**src/rtl/node_out_arb.sv**
```systemverilog
// Output-port arbiter for a mesh node: QoS-priority round-robin across N requesters
// with a starvation guard, feeding a one-entry output register.
//
// state    | meaning
// ---------+-------------------------------------------------------------
// NORMAL   | high-QoS requests win whenever present
// FORCE_LO | low-QoS requests win until one is granted or none is pending
module node_out_arb #(
  parameter int N          = 8,
  parameter int TYPE_W     = 2,
  parameter int ID_W       = 6,
  parameter int FLIT_W     = 8,
  parameter int STARVE_MAX = 4
) (
  input  logic                  clk,
  input  logic                  rst,
  input  logic [N-1:0]          req_vld,
  input  logic [N-1:0]          req_qos,
  input  logic [N*TYPE_W-1:0]   req_type,
  input  logic [N*ID_W-1:0]     req_src,
  input  logic [N*ID_W-1:0]     req_tgt,
  input  logic [N*FLIT_W-1:0]   req_data,
  output logic [N-1:0]          req_rdy,
  output logic                  out_vld,
  output logic                  out_qos,
  output logic [TYPE_W-1:0]     out_type,
  output logic [ID_W-1:0]       out_src,
  output logic [ID_W-1:0]       out_tgt,
  output logic [FLIT_W-1:0]     out_data,
  input  logic                  out_rdy,
  output logic [$clog2(N)-1:0]  grant_idx,
  output logic                  force_lo
);

  localparam int IDX_W = $clog2(N);
  localparam logic [3:0] SMAX = 4'(STARVE_MAX);

  typedef enum logic {NORMAL, FORCE_LO} state_t;

  state_t           r_state, w_state_nxt;
  logic [3:0]       r_starve, w_starve_nxt;
  logic [IDX_W-1:0] r_rr_hi, r_rr_lo;

  logic [N-1:0]     w_hi, w_lo, w_elig;
  logic             w_use_hi, w_load, w_up_found;
  logic [IDX_W-1:0] w_ptr, w_gnt, w_gnt_any, w_gnt_up, w_rr_next;

  assign w_hi     = req_vld & req_qos;
  assign w_lo     = req_vld & ~req_qos;
  assign w_use_hi = (r_state == NORMAL) ? (|w_hi) : ~(|w_lo);
  assign w_elig   = w_use_hi ? w_hi : w_lo;
  assign w_ptr    = w_use_hi ? r_rr_hi : r_rr_lo;
  assign w_load   = !rst && (!out_vld || out_rdy) && (|w_elig);
  assign force_lo = (r_state == FORCE_LO);

  // Downward scan leaves the lowest eligible index overall and the lowest at/above the pointer.
  always_comb begin
    w_gnt_any  = '0;
    w_gnt_up   = '0;
    w_up_found = 1'b0;
    for (int i = N - 1; i >= 0; i--) begin
      if (w_elig[i]) begin
        w_gnt_any = IDX_W'(i);
        if (IDX_W'(i) >= w_ptr) begin
          w_gnt_up   = IDX_W'(i);
          w_up_found = 1'b1;
        end
      end
    end
    w_gnt = w_up_found ? w_gnt_up : w_gnt_any;
  end

  assign w_rr_next = (w_gnt == IDX_W'(N - 1)) ? '0 : w_gnt + 1'b1;

  always_comb begin
    req_rdy = '0;
    if (w_load) req_rdy[w_gnt] = 1'b1;
  end

  always_comb begin
    w_starve_nxt = r_starve;
    if (w_load) begin
      if (w_use_hi && (|w_lo))
        w_starve_nxt = (r_starve >= SMAX) ? SMAX : r_starve + 4'd1;
      else
        w_starve_nxt = '0;
    end
  end

  always_comb begin
    w_state_nxt = r_state;
    case (r_state)
      NORMAL:
        if (w_load && w_use_hi && (|w_lo) && (w_starve_nxt == SMAX))
          w_state_nxt = FORCE_LO;
      FORCE_LO:
        if ((w_load && !w_use_hi) || !(|w_lo))
          w_state_nxt = NORMAL;
      default:
        w_state_nxt = NORMAL;
    endcase
  end

  always_ff @(posedge clk) begin
    if (rst) r_state <= NORMAL;
    else     r_state <= w_state_nxt;
  end

  always_ff @(posedge clk) begin
    if (rst) begin
      r_starve  <= '0;
      r_rr_hi   <= '0;
      r_rr_lo   <= '0;
      out_vld   <= 1'b0;
      out_qos   <= 1'b0;
      out_type  <= '0;
      out_src   <= '0;
      out_tgt   <= '0;
      out_data  <= '0;
      grant_idx <= '0;
    end else begin
      r_starve <= w_starve_nxt;
      if (w_load) begin
        if (w_use_hi) r_rr_hi <= w_rr_next;
        else          r_rr_lo <= w_rr_next;
        out_vld   <= 1'b1;
        out_qos   <= req_qos[w_gnt];
        out_type  <= req_type[w_gnt*TYPE_W +: TYPE_W];
        out_src   <= req_src[w_gnt*ID_W +: ID_W];
        out_tgt   <= req_tgt[w_gnt*ID_W +: ID_W];
        out_data  <= req_data[w_gnt*FLIT_W +: FLIT_W];
        grant_idx <= w_gnt;
      end else if (out_rdy) begin
        out_vld <= 1'b0;
      end
    end
  end

endmodule

```
**config.mk**
```make
export PLATFORM = sky130hd
export DESIGN_NAME = node_out_arb
export DESIGN_NICKNAME = d
export VERILOG_FILES = /design/src/rtl/node_out_arb.sv
export SDC_FILE = /design/constraint.sdc
export NUM_CORES = 1
export LEC_CHECK = 0
export CORE_MARGIN = 8
export CORE_UTILIZATION = 36
export CTS_CLUSTER_DIAMETER = 120
export CTS_CLUSTER_SIZE = 28
export DETAILED_ROUTE_END_ITERATION = 12
export PLACE_DENSITY = 0.82
export REMOVE_ABC_BUFFERS = 1
export SLEW_MARGIN = 20
export SYNTH_ARGS = -nofsm -noshare
export SYNTH_HDL_FRONTEND = slang
export SYNTH_SLANG_ARGS = --single-unit
```
**constraint.sdc**
```tcl
create_clock -name clk -period 7.1 [get_ports clk]
set_input_delay 1.775 -clock clk [delete_from_list [all_inputs] [get_ports clk]]
set_output_delay 1.775 -clock clk [all_outputs]
set_load 0.1 [all_outputs]
```
==> results of run 1 <==
worst register-to-register path: cells and delay by family (launching register included):
kind / cells / cell delay [ns]
AO/OA/AOI/OAI: 6 / 1.44
AND/OR/NAND/NOR: 4 / 0.78
buffers and inverters: 2 / 0.74
flip-flops: 1 / 0.39
multiplexers: 1 / 0.30
cells in the mapped netlist (3+ instances only):
cell type and number:
a211oi_1 6, a21boi_0 3, a21oi_1 52, a22oi_1 4, and3_1 3, buf_2 17, clkbuf_1 14, dfxtp_1 38
ha_1 3, inv_1 8, mux2i_1 55, nand2_1 43, nand2b_1 8, nand3_1 30, nor2_1 27, nor2b_1 6
nor3_1 7, nor3b_1 3, o2111ai_1 3, o21ai_0 9, o21ai_1 8, o221ai_1 44, o22ai_1 3, or3_1 5
area by class of cell:
type                            count  area [um^2]
Clock inverter                      3         45.0
Tap cell                          111          139
Inverter                            9         33.8
Sequential cell                    38          761
Multi-Input combinational cell    362         2480
Fill cell                         767         3030
Clock buffer                        5         68.8
Timing Repair Buffer              258         2590
stage by stage:
stage / hold WS (ns) / std cells
floorplan: 0.457 / 409
global placement: 0.430 / 778
detailed placement: 0.440 / 778
CTS: 0.452 / 786
global route: 0.471 / 786
finish: 0.445 / 786
per-layer routing:
layer  global-route usage, %  part of all wire, %  up-vias
met4                    8.63                  2.9        0
met5                       0                    0        -
met3                    7.08                  8.3       36
met2                    45.9                   51      247
li1                        -                    -     2168
met1                    28.0                   38     2163
report_power, final:
part	internal (uW)	switching, uW
Combinational	350	722
Clock	105	84.0
Sequential	271	35.7
registers in the layout (all words and copies together) (netlist names), 2 cells and up:
signal and cells:
r_rr_lo 3, out_data 8, grant_idx 3, r_starve 4, out_src 6, out_tgt 6, out_type 2, r_rr_hi 3
cells in the final DEF (no fill, tap or decap), drive strengths merged, types with 6 or more instances in the layout:
cell type / count
clkdlybuf4s50: 222
mux2i: 55
a21oi: 52
o221ai: 44
nand2: 44
dfxtp: 38
buf: 36
nand3: 30
nor2: 29
o21ai: 18
inv: 9
nand2b: 8
nor3: 7
a211oi: 6
nor2b: 6
cell families (layout without fill, tap and decap cells):
family,after synthesis,after routing,synth area share [%]
flops,38,38,22.6
compound gates,157,157,32.7
fa+ha+maj,3,3,1.11
buf+inv,42,275,5.53
simple gates,145,145,21.0
mux,57,57,17.0
repair_timing:
action / 4_1_cts / 5_1_grt
pin swaps: 0 / 1
resized for setup: 1 / 7
setup endpoints to repair: 1 / 8
worst max-delay path by stage:
stage / startpoint / endpoint
after floorplan: req_vld[6] / req_rdy[4]
after global placement: req_qos[6] / req_rdy[5]
after detailed placement: req_qos[6] / req_rdy[5]
after CTS: req_qos[6] / req_rdy[4]
after global routing: req_qos[6] / req_rdy[5]
final: req_qos[6] / req_rdy[5]
==> run metrics, run 1 <==
status completed; pin count of the biggest net entering global routing 31; R2R cell count 13; Slew Limit Headroom between 20 and 30%; Ant. Diodes 0; Synth area leaders dfxtp_1 23%, mux2i_1 16%, o221ai_1 11%, a21oi_1 7.7%, nand2_1 4.8%; critical path fanouts, max 15; Core Rows 35; CP max stage cell clkdlybuf4s50_1; drc violations 0; DIE AREA roughly 13000 um^2; Distinct cells, synth a little under 60; CTS clk-pin slew, worst paths about 0.08 ns; Final ANT Viol Nets 0; critical path class in2out; total gr overflow 0; crit start category input port; Die H about 110 um; CP max stage delay about 0.56 ns; CP endpoint kind primary output; layout cells sized above 1 9.78%; worst-skew pair later-pin latency 0.29 ns; fin crit period around 7.0 ns; period utilization 99.1%; TritonCTS clock tree yes; worst path required time 5.33 ns; Core ar. between 9000 and 10000 um^2; Yosys Warn Count 0; Final Slew Violations 0; worst hold path type reg2reg; Placement Setup Slack -0.0501 ns; wire per inst 21.6 um; Power per Cell Area ~260 nW/um^2; cell accounting for the most synthesized area dfxtp_1; I/O pin cnt roughly 230; Mapped Cells around 440; Cell Area, Placed 5960 um^2; area grow syn2layout 81.8%; RSZ-0062 raised after global routing true; critical hold path startpoint out_qos; setup TNS 0 ns; port buffer count 230; Worst Hold End out_qos; Final setup viols 0; Worst Setup Slack, final ~0.064 ns; #FFs+latches synth 38; max cap viols 0; top-area cell type share of the netlist area between 20% and 30%; nets@finish between 800 and 900; Iter 0 DRT Violations ~270; CP arrival 5.26 ns; Synth Flop Type dfxtp_1; via count roughly 4.6k; Top Family by Delay on Critical Path compound AO/OA/AOI/OAI gates; Final Hold Fails 0; Clock Tree Buf Depth 2; crit path buf inv count 2; Finished Core Util between 60% and 70%; Fmax achieved 142 MHz; starting density of the core 36.8%; first-pass GRT wire length 25.9 mm; drt pass-1 iters 5; CTS HTree Levels 2; WL final ~17 mm; total CTS buffers 5; DR vias/cell a little under 6; antenna violations before repair 0; Synth async-reset ratio 0%; CP cell instances clkdlybuf4s50_1, nor2b_1, a2111o_1, o21a_4, o32ai_1, o22ai_1, a31o_2, a2111oi_4, o21bai_2, nor3b_2, buf_12; Post-synth EDFFs 0; clock skew between 0.007 and 0.008 ns; Final Cell Area between 6000 and 7000 um^2; Worst-Margin Slew around 1.1 ns; Tot Pwr roughly 1600 uW; FF-to-FF End out_src[2]; setup slack, reg-to-reg 3.32 ns; setup bufs post-CTS 0; static leakage about 0.0024 uW; Tot GR Track Use ~25%; vias in the first global route roughly 4.9k; VDD IR-drop max 0.142 mV; dpl hpwl roughly 14 mm; Sink Count 38; CTS Root Cell clkbuf_8; cell area after synthesis between 3000 and 4000 um^2; CTS Hold Bufs 0; Hold Crit Depth 2; register area share after synthesis 22.6%; Worst path depth 11; syn_area_per_cell 7.62 um^2; reg2reg start force_lo; chip width 113 um; GPL Wtd Cong between 0.9 and 1
Power figures use the tool's default switching activity.
==> run 2: changes to the inputs <==
SKIP_CTS_REPAIR_TIMING = 1   (was unset)
==> results of run 2 <==
Same layout as run 1: the final DEF is identical, and so are final timing and power.
Among the figures that moved: via count of the first global-routing pass 4935 -> 4937
==> run 3: changes to the inputs <==
CORE_MARGIN = 5   (was 8)
==> run metrics, run 3 (synthesis gave the netlist of run 1 again) <==
worst hold slack between 0.4 and 0.5 ns; worst hold path type reg2reg; CP endpoint kind primary output; CTS clk-pin slew, worst paths about 0.08 ns; vias in the first global route approximately 4.8k; nets@finish 886; antenna violations before repair 1; Finished Core Util between 60% and 70%; Worst-Margin Slew between 1 and 1.5 ns; reg2reg start force_lo; total gr overflow 0; sequential share of power 19.6%; Critical Path End req_rdy[0]; max FFs per register 8; Final Slew Violations 0; total CTS buffers 5; Clock Tree Buf Depth 2; CP cell instances clkdlybuf4s50_1, nor2b_1, a2111o_1, o21a_4, buf_4, nor2_4, o21ai_1, or3_1, a41o_1, nor3b_4, or2_1, nor2_1, buf_12; Worst Setup Slack, final 0.0619 ns; Final Hold Fails 0; GPL Wtd Cong between 0.9 and 1; period utilization between 90% and 100%; Largest regs out_data x8, out_src x6, out_tgt x6; Placement Setup Slack slightly above 0.1 ns; R2R cell count 13; CTS HTree Levels 2; critical path fanouts, max 9; pin count of the biggest net entering global routing 45; Slew Limit Headroom 29.5%; DIE AREA between 10000 and 15000 um^2; TritonCTS clock tree yes; wire per inst approximately 20 um; drt pass-1 iters 6; CP max stage cell a2111o_1; dpl hpwl 13.5 mm; Die H approximately 110 um; area grow syn2layout 85.2%; worst-skew pair later-pin latency ~0.29 ns; Top reg by flops out_data; Final setup viols 0; worst path required time between 5 and 6 ns; drc violations 0; Fmax achieved 142 MHz; critical path class in2out; WL final 16.4 mm; Final ANT Viol Nets 0; Psw approximately 840 uW; status completed; starting density of the core approximately 37%; Tot Pwr between 1500 and 2000 uW; chip width between 100 and 150 um; fin crit period roughly 7.0 ns; DR vias/cell a little under 6; I/O pin cnt 231; met2 WL approximately 8 mm; Core Rows 35; Core ar. a little over 9000 um^2; CP arrival between 5 and 6 ns; internal power 731 uW; static leakage 0.00248 uW; FF-to-FF End out_src[4]; CP max stage delay around 0.50 ns; Tot GR Track Use a little over a quarter; max cap viols 0; commonest non-fill, non-tap cell in the layout clkdlybuf4s50_1; Power per Cell Area about 250 nW/um^2; worst setup path start req_vld[2]; Iter 0 DRT Violations around 240; via count 4675; clock power share about an eighth; clock skew 0.0112 ns; CTS Root Cell clkbuf_8; layout cells sized above 1 between 10% and 20%; RSZ-0062 raised after global routing true; DR WL met3 about 1.3 mm; Sw Ratio 53.3%; met1 WL ~6.4 mm; VDD IR-drop max 0.152 mV; most frequent cells in the layout 222 x clkdlybuf4s50_1, 55 x mux2i_1, 51 x a21oi_1; Highest Signal Layer met4; setup slack, reg-to-reg ~3.6 ns; Placed Instances approximately 790; Sink Count 38; first-pass GRT wire length between 20 and 25 mm; Logic pwr share between 60 and 70%; port buffer count 230; critical hold path startpoint out_qos; non-filler cells, final 801; crit start category input port
-- run 3: critical path, delay by kind of cell --
family	cells	cell delay [ns]
AO/OA/AOI/OAI	4	1.18
buffers and inverters	3	0.85
AND/OR/NAND/NOR	6	1.46
-- run 3: how the worst min path moves through the flow --
stage          slack [ns]  depth (start not counted)            to
2_1_floorplan        0.46                          2    r_rr_hi[0]
3_3_place_gp         0.43                          2  grant_idx[0]
3_5_place_dp         0.45                          2  grant_idx[0]
4_1_cts              0.46                          2  grant_idx[0]
5_1_grt              0.48                          2  grant_idx[0]
6_report             0.45                          2       out_qos
-- run 3: layout make-up --
| class | instances | area [um^2] |
|---|---|---|
| Antenna cell | 1 | 2.50 |
| Inverter | 9 | 33.8 |
| Tap cell | 111 | 139 |
| Clock inverter | 3 | 40.0 |
| Timing Repair Buffer | 272 | 2710 |
| Sequential cell | 38 | 761 |
| Multi-Input combinational cell | 362 | 2480 |
| Fill cell | 764 | 2960 |
| Clock buffer | 5 | 68.8 |
-- run 3: metal layers --
layer / GRT usage, % / up-vias
met1: 33.2 / 2183
met5: 0 / -
met3: 6.26 / 52
met2: 47.0 / 238
met4: 10.1 / 0
li1: - / 2202
-- run 3: metrics by stage --
stage          area, um^2  TNS, ns
4_1_cts              6180        0
3_3_place_gp         6070        0
6_report             6240        0
3_5_place_dp         6070        0
5_1_grt              6240   -0.177
2_1_floorplan        3220   -10.36
-- run 3: power groups by stage --
stage                     Clock [uW]  Combinational, uW  Sequential, uW
after floorplan                    0                303             682
after global placement             0               1060             307
after detailed placement           0               1060             310
after CTS                        188               1070             307
after global routing             197               1130             316
final                            183               1080             307
